===== src/rtl/pipe_pkg.sv =====
// Shared types for the core's stage-boundary registers: entry flags, per-stage payload
// layouts and the widths used to size each pipe_stage_reg instance.
package pipe_pkg;

    typedef struct packed {
        logic valid;
        logic nop;
    } pipe_flags_t;

    typedef struct packed {
        logic [31:0] pc;
        logic [31:0] instr;
    } if_id_t;

    typedef struct packed {
        logic [31:0] pc;
        logic [31:0] rs1_val;
        logic [31:0] rs2_val;
        logic [31:0] imm;
        logic [4:0]  rd;
        logic [3:0]  alu_op;
        logic        mem_rd;
        logic        mem_wr;
        logic        reg_wr;
    } id_ex_t;

    typedef struct packed {
        logic [31:0] alu_res;
        logic [31:0] store_val;
        logic [4:0]  rd;
        logic        mem_rd;
        logic        mem_wr;
        logic        reg_wr;
    } ex_mem_t;

    typedef struct packed {
        logic [31:0] wb_val;
        logic [4:0]  rd;
        logic        reg_wr;
    } mem_wb_t;

    localparam int IF_ID_W  = $bits(if_id_t);
    localparam int ID_EX_W  = $bits(id_ex_t);
    localparam int EX_MEM_W = $bits(ex_mem_t);
    localparam int MEM_WB_W = $bits(mem_wb_t);

    // An empty entry reads as a bubble so downstream never mistakes it for work.
    localparam logic RST_NOP = 1'b1;

endpackage


===== src/rtl/pipe_slot.sv =====
// One pipeline entry (valid, nop, payload). Flush and reset restore the bubble state;
// unload only drops valid so the payload lines do not toggle on drain.
module pipe_slot
    import pipe_pkg::*;
#(
    parameter int                DATA_W  = 32,
    parameter logic [DATA_W-1:0] RST_VAL = '0
) (
    input  logic              clk,
    input  logic              rst,
    input  logic              flush,
    input  logic              load,
    input  logic              unload,
    input  logic              load_nop,
    input  logic [DATA_W-1:0] load_data,
    output logic              valid,
    output logic              nop,
    output logic [DATA_W-1:0] data
);

    pipe_flags_t flags;

    always_ff @(posedge clk or posedge rst) begin
        if (rst) begin
            flags <= '{valid: 1'b0, nop: RST_NOP};
            data  <= RST_VAL;
        end else if (flush) begin
            flags <= '{valid: 1'b0, nop: RST_NOP};
            data  <= RST_VAL;
        end else if (load) begin
            flags <= '{valid: 1'b1, nop: load_nop};
            data  <= load_data;
        end else if (unload) begin
            flags.valid <= 1'b0;
        end
    end

    assign valid = flags.valid;
    assign nop   = flags.nop;

endmodule


===== src/rtl/pipe_stage_reg.sv =====
// Elastic stage-boundary register: main entry plus optional skid entry, valid/ready
// back-pressure, flush-to-bubble and registered occupancy for the hazard unit.
module pipe_stage_reg
    import pipe_pkg::*;
#(
    parameter int                DATA_W  = 32,
    parameter int                SKID    = 1,
    parameter logic [DATA_W-1:0] RST_VAL = '0
) (
    input  logic              clk,
    input  logic              rst,
    input  logic              flush,
    input  logic              in_valid,
    input  logic              in_nop,
    input  logic [DATA_W-1:0] in_data,
    output logic              in_ready,
    output logic              out_valid,
    output logic              out_nop,
    output logic [DATA_W-1:0] out_data,
    input  logic              out_ready,
    output logic [1:0]        occupancy
);

    logic              main_valid, main_nop;
    logic [DATA_W-1:0] main_data;
    logic              skid_valid, skid_nop;
    logic [DATA_W-1:0] skid_data;

    logic              accept, pop;
    logic              main_load, main_unload;
    logic              skid_load, skid_unload;
    logic              main_src_nop;
    logic [DATA_W-1:0] main_src_data;
    logic              main_valid_nxt, skid_valid_nxt;

    assign accept = in_valid & in_ready;
    assign pop    = main_valid & out_ready;

    // Refill main from the skid entry first; with skid full in_ready is low so the
    // input can never compete for the same slot.
    assign main_load     = (accept & (!main_valid | pop)) | (pop & skid_valid);
    assign main_unload   = pop & !main_load;
    assign main_src_nop  = skid_valid ? skid_nop  : in_nop;
    assign main_src_data = skid_valid ? skid_data : in_data;

    pipe_slot #(.DATA_W(DATA_W), .RST_VAL(RST_VAL)) u_main (
        .clk       (clk),
        .rst       (rst),
        .flush     (flush),
        .load      (main_load),
        .unload    (main_unload),
        .load_nop  (main_src_nop),
        .load_data (main_src_data),
        .valid     (main_valid),
        .nop       (main_nop),
        .data      (main_data)
    );

    generate
        if (SKID != 0) begin : g_skid
            assign skid_load   = accept & main_valid & !pop;
            assign skid_unload = pop & skid_valid;
            assign in_ready    = !skid_valid;

            pipe_slot #(.DATA_W(DATA_W), .RST_VAL(RST_VAL)) u_skid (
                .clk       (clk),
                .rst       (rst),
                .flush     (flush),
                .load      (skid_load),
                .unload    (skid_unload),
                .load_nop  (in_nop),
                .load_data (in_data),
                .valid     (skid_valid),
                .nop       (skid_nop),
                .data      (skid_data)
            );
        end else begin : g_no_skid
            assign skid_load   = 1'b0;
            assign skid_unload = 1'b0;
            assign skid_valid  = 1'b0;
            assign skid_nop    = RST_NOP;
            assign skid_data   = RST_VAL;
            assign in_ready    = !main_valid | out_ready;
        end
    endgenerate

    always_comb begin
        main_valid_nxt = main_valid;
        skid_valid_nxt = skid_valid;
        if (flush) begin
            main_valid_nxt = 1'b0;
            skid_valid_nxt = 1'b0;
        end else begin
            if (main_load)        main_valid_nxt = 1'b1;
            else if (main_unload) main_valid_nxt = 1'b0;
            if (skid_load)        skid_valid_nxt = 1'b1;
            else if (skid_unload) skid_valid_nxt = 1'b0;
        end
    end

    always_ff @(posedge clk or posedge rst) begin
        if (rst)
            occupancy <= 2'd0;
        else
            occupancy <= {main_valid_nxt & skid_valid_nxt, main_valid_nxt ^ skid_valid_nxt};
    end

    assign out_valid = main_valid;
    assign out_nop   = !main_valid | main_nop;
    assign out_data  = main_data;

endmodule


===== config.mk =====
export PLATFORM = sky130hd
export DESIGN_NAME = pipe_stage_reg
export DESIGN_NICKNAME = d
export VERILOG_FILES = /design/src/rtl/pipe_pkg.sv /design/src/rtl/pipe_slot.sv /design/src/rtl/pipe_stage_reg.sv
export SDC_FILE = /design/constraint.sdc
export NUM_CORES = 1
export LEC_CHECK = 0
export BUFFER_PORTS_ARGS = -buffer_cell sky130_fd_sc_hd__buf_4
export CORE_ASPECT_RATIO = 1.75
export CORE_MARGIN = 2
export CORE_UTILIZATION = 45
export CTS_BUF_LIST = sky130_fd_sc_hd__clkbuf_4
export DETAILED_ROUTE_END_ITERATION = 16
export MAX_ROUTING_LAYER = met4
export PLACE_DENSITY = 0.69
export SLEW_MARGIN = 20
export SYNTH_ARGS = -nofsm -noshare
export SYNTH_HDL_FRONTEND = slang
export SYNTH_SLANG_ARGS = --single-unit
export TNS_END_PERCENT = 50

===== constraint.sdc =====
create_clock -name clk -period 5 [get_ports clk]
set_clock_uncertainty 0.1 [all_clocks]
set_input_delay 0.25 -clock clk [delete_from_list [all_inputs] [get_ports clk]]
set_output_delay 0.25 -clock clk [all_outputs]
set_load 0.01 [all_outputs]

==> impl_metrics.env <==
export IMPL_status="finished clean"
export IMPL_hold_viol_final=0
export IMPL_via_per_inst=5.23
export IMPL_post_route_min_period_ns=3.10
export IMPL_drv_slew=0
export IMPL_layout_common_cells="78 x buf_4, 67 x dfrtp_1, 37 x dlygate4sd3_1"
export IMPL_synth_area_sq_mm=0.00312
export IMPL_die_area_sq_mm=0.00763
export IMPL_gp_congestion=0.725
export IMPL_synth_top_family_by_area="compound AO/OA/AOI/OAI gates"
export IMPL_p_sw_frac=0.259
export IMPL_clk_latency_ns=0.42
export IMPL_synth_compound_area_frac=0.261
export IMPL_rr_startpoint="g_skid.u_skid.valid"
export IMPL_r2r_end="u_main.data[31]"
export IMPL_clk_path_buf_depth=2
export IMPL_areaGrowthSynthToFinish_pct=35.2
export IMPL_numCtsBuffers=9
export IMPL_syn_area_per_cell_sq_um=15.0
export IMPL_ff2ff_path_depth=4
export IMPL_rows=40
export IMPL_synth_fa_ha_area_frac=0.00402
export IMPL_worstSetupEndpoint="u_main.data[31]"
export IMPL_synth_seq_cells=70
export IMPL_wl_mm=6.93
export IMPL_cp_max_fo=40
export IMPL_ys_types=26
export IMPL_crit_path_end_kind="flop"
export IMPL_peakVddDrop_v=0.000191
export IMPL_grt_pass1_vias=2243
export IMPL_use_met1=0.266
export IMPL_port_buffers=74
export IMPL_drtAntennaViolNets=0
export IMPL_setup_viol=0
export IMPL_setup_tns_ns=0
export IMPL_maxCapViolCount=0
export IMPL_antennaDiodeCount=0
export IMPL_switching_power_uw=322
export IMPL_antenna_found_initial=0
export IMPL_fin_nets=356
export IMPL_cts_resized=0
export IMPL_combPwrFrac=0.161
export IMPL_cp_data_arrival_time_ns=3.35
export IMPL_crit_required_ns=5.24
export IMPL_netlist_area_leader_share=0.546
export IMPL_coreArea_sq_mm=0.00681
export IMPL_worstMarginPinSlew_ns=1.08
export IMPL_grt_max_degree=71
export IMPL_dp_hpwl_mm=4.08
export IMPL_overflow=0
export IMPL_start_util=0.458
export IMPL_p_int_uw=921
export IMPL_crit_path_start_kind="flop"
export IMPL_postSynthCellCount=208
export IMPL_use_met2=0.316
export IMPL_tritoncts="built"
export IMPL_first_pass_iters=4
export IMPL_grt_setup_unrepaired="false"
export IMPL_cts_sinks=70
export IMPL_grt_total_usage=0.206
export IMPL_vias=2125
export IMPL_power_frac_seq=0.504
export IMPL_drc_errors=0
export IMPL_yosys_area_share_simple=0.0209
export IMPL_num_fill_cells=568
export IMPL_fin_util=0.619
export IMPL_max_freq_ghz=0.322
export IMPL_top_usage_layer="met2"
export IMPL_clk_pin_slew_ns=0.11
export IMPL_mostFrequentLayoutCell="buf_4"
export IMPL_global_route_usage_met3=0.0452
export IMPL_power_leakage_uw=0.00195
export IMPL_ys_top_cells_by_area="dfrtp_1 55%, o2bb2ai_2 14%, mux2i_1 10%"
export IMPL_drtIter0Drc=126
export IMPL_syn_nets=247
export IMPL_synth_top_cell_by_area="dfrtp_1"
export IMPL_wl_per_cell_microns=17.1
export IMPL_cts_setup_buffers=0
export IMPL_synth_seq_area_share=0.563
export IMPL_p_per_area_mw_per_mm2=295
export IMPL_min_path_type="input pin to flop"
export IMPL_holdBufCountCts=37
export IMPL_crit_path_cell_trace="or2_1 > nand4b_1 > buf_4 > o2bb2ai_1"
export IMPL_grt_first_pass_wirelength_mm=11.3
export IMPL_slowest_delay_ns=1.10
export IMPL_dp_cells=353
export IMPL_reg2reg_slack_ns=1.90
export IMPL_min_period_over_period=0.621
export IMPL_whs_ns=0.0494
export IMPL_hold_start="in_valid"
export IMPL_synth_xor_area_frac=0
export IMPL_crit_slowest_cell="dfrtp_2"
export IMPL_clockPowerShare=0.335
export IMPL_die_x_microns=66.9
export IMPL_cp_startpoint="g_skid.u_skid.valid"
export IMPL_die_y_microns=114
export IMPL_cts_root_buf="clkbuf_4"
export IMPL_layout_cells_non_filler=406
export IMPL_max_slew_margin_rel=0.277
export IMPL_cts_max_level=3
export IMPL_yosysWarnings=0
export IMPL_synthMuxAreaShare=0.103
export IMPL_io_pins=75
export IMPL_drive_above_1_share=0.404
export IMPL_crit_type="flop to flop"
==> cell usage after synthesis <==
| cell type | instances |
|---|---|
| and4bb_1 | 1 |
| a21oi_1 | 3 |
| a22o_1 | 32 |
| dfrtp_1 | 68 |
| and2b_1 | 1 |
| o21ai_0 | 1 |
| nor2_1 | 1 |
| buf_4 | 6 |
| o2bb2ai_1 | 2 |
| buf_6 | 4 |
| clkbuf_4 | 1 |
| ha_1 | 1 |
| nor2_2 | 1 |
| nand4b_1 | 1 |
| nand2_1 | 2 |
| inv_1 | 6 |
| a31oi_4 | 1 |
| or2_1 | 1 |
| a22oi_1 | 1 |
| buf_2 | 6 |
| dfstp_2 | 2 |
| mux2i_1 | 32 |
| a2bb2oi_1 | 1 |
| nand2b_1 | 2 |
| a211oi_1 | 1 |
| o2bb2ai_2 | 30 |
==> stage by stage <==
stage | worst slack [ns] | total power [uW] | area [sq um]
final | 1.90 | 1240 | 4210
after global routing | 1.70 | 1300 | 4210
after CTS | 1.89 | 1250 | 4210
after detailed placement | 1.89 | 816 | 3680
after global placement | 1.90 | 814 | 3680
after floorplan | 2.89 | 733 | 3120
==> logic make-up after synthesis <==
| group | Yosys count |
|---|---|
| AND/OR/NAND/NOR | 10 |
| flip-flops | 70 |
| multiplexers | 32 |
| AO/OA/AOI/OAI | 72 |
| adder cells (fa/ha/maj) | 1 |
| buffers and inverters | 23 |
==> worst min-delay path by stage <==
stage	to	slack, ns	cells after the start
2_1_floorplan	u_main.valid	0.23	1
3_5_place_dp	u_main.nop	0.37	2
3_3_place_gp	u_main.data[31]	0.38	1
5_1_grt	u_main.valid	0.06	3
6_report	u_main.valid	0.05	3
4_1_cts	u_main.valid	0.03	3
==> per-layer routing <==
layer / vias to the layer above / routed length, microns
li1: 1009 / -
met2: 52 / 3530
met5: - / 0
met3: 10 / 260
met1: 1054 / 3020
met4: 0 / 119
==> layout make-up <==
class | instances | area (sq um) | share of cell area
timing repair buffer | 115 | 956 | 0.227
clock inverter | 4 | 71.3 | 0.0169
tap | 84 | 105 | 0.0249
multi-input combinational | 115 | 1210 | 0.288
inverter | 6 | 22.5 | 0.00535
clock buffer | 12 | 90.1 | 0.0214
sequential | 70 | 1760 | 0.417
==> state kept, by name (all words and copies together) (netlist names) <==
name	count
u_main.nop	1
g_skid.u_skid.nop	1
g_skid.u_skid.data	32
u_main.valid	1
g_skid.u_skid.valid	1
occupancy	2
u_main.data	32
==> critical path: cells and delay by family (launching register included) <==
| kind | cells | cell delay [ns] |
|---|---|---|
| AND/OR/NAND/NOR | 2 | 1.09 |
| buffers and inverters | 1 | 0.57 |
| AO/OA/AOI/OAI | 1 | 0.17 |
| flip-flops | 1 | 1.10 |
==> power by group through the flow <==
| stage | logic (uW) | clock network [uW] | registers [uW] |
|---|---|---|---|
| 6_report | 200 | 416 | 627 |
| 5_1_grt | 217 | 454 | 631 |
| 4_1_cts | 202 | 424 | 627 |
| 3_5_place_dp | 179 | 0 | 637 |
| 3_3_place_gp | 177 | 0 | 638 |
| 2_1_floorplan | 96.7 | 0 | 636 |
Note: power is estimated with default switching activity, not from simulation.
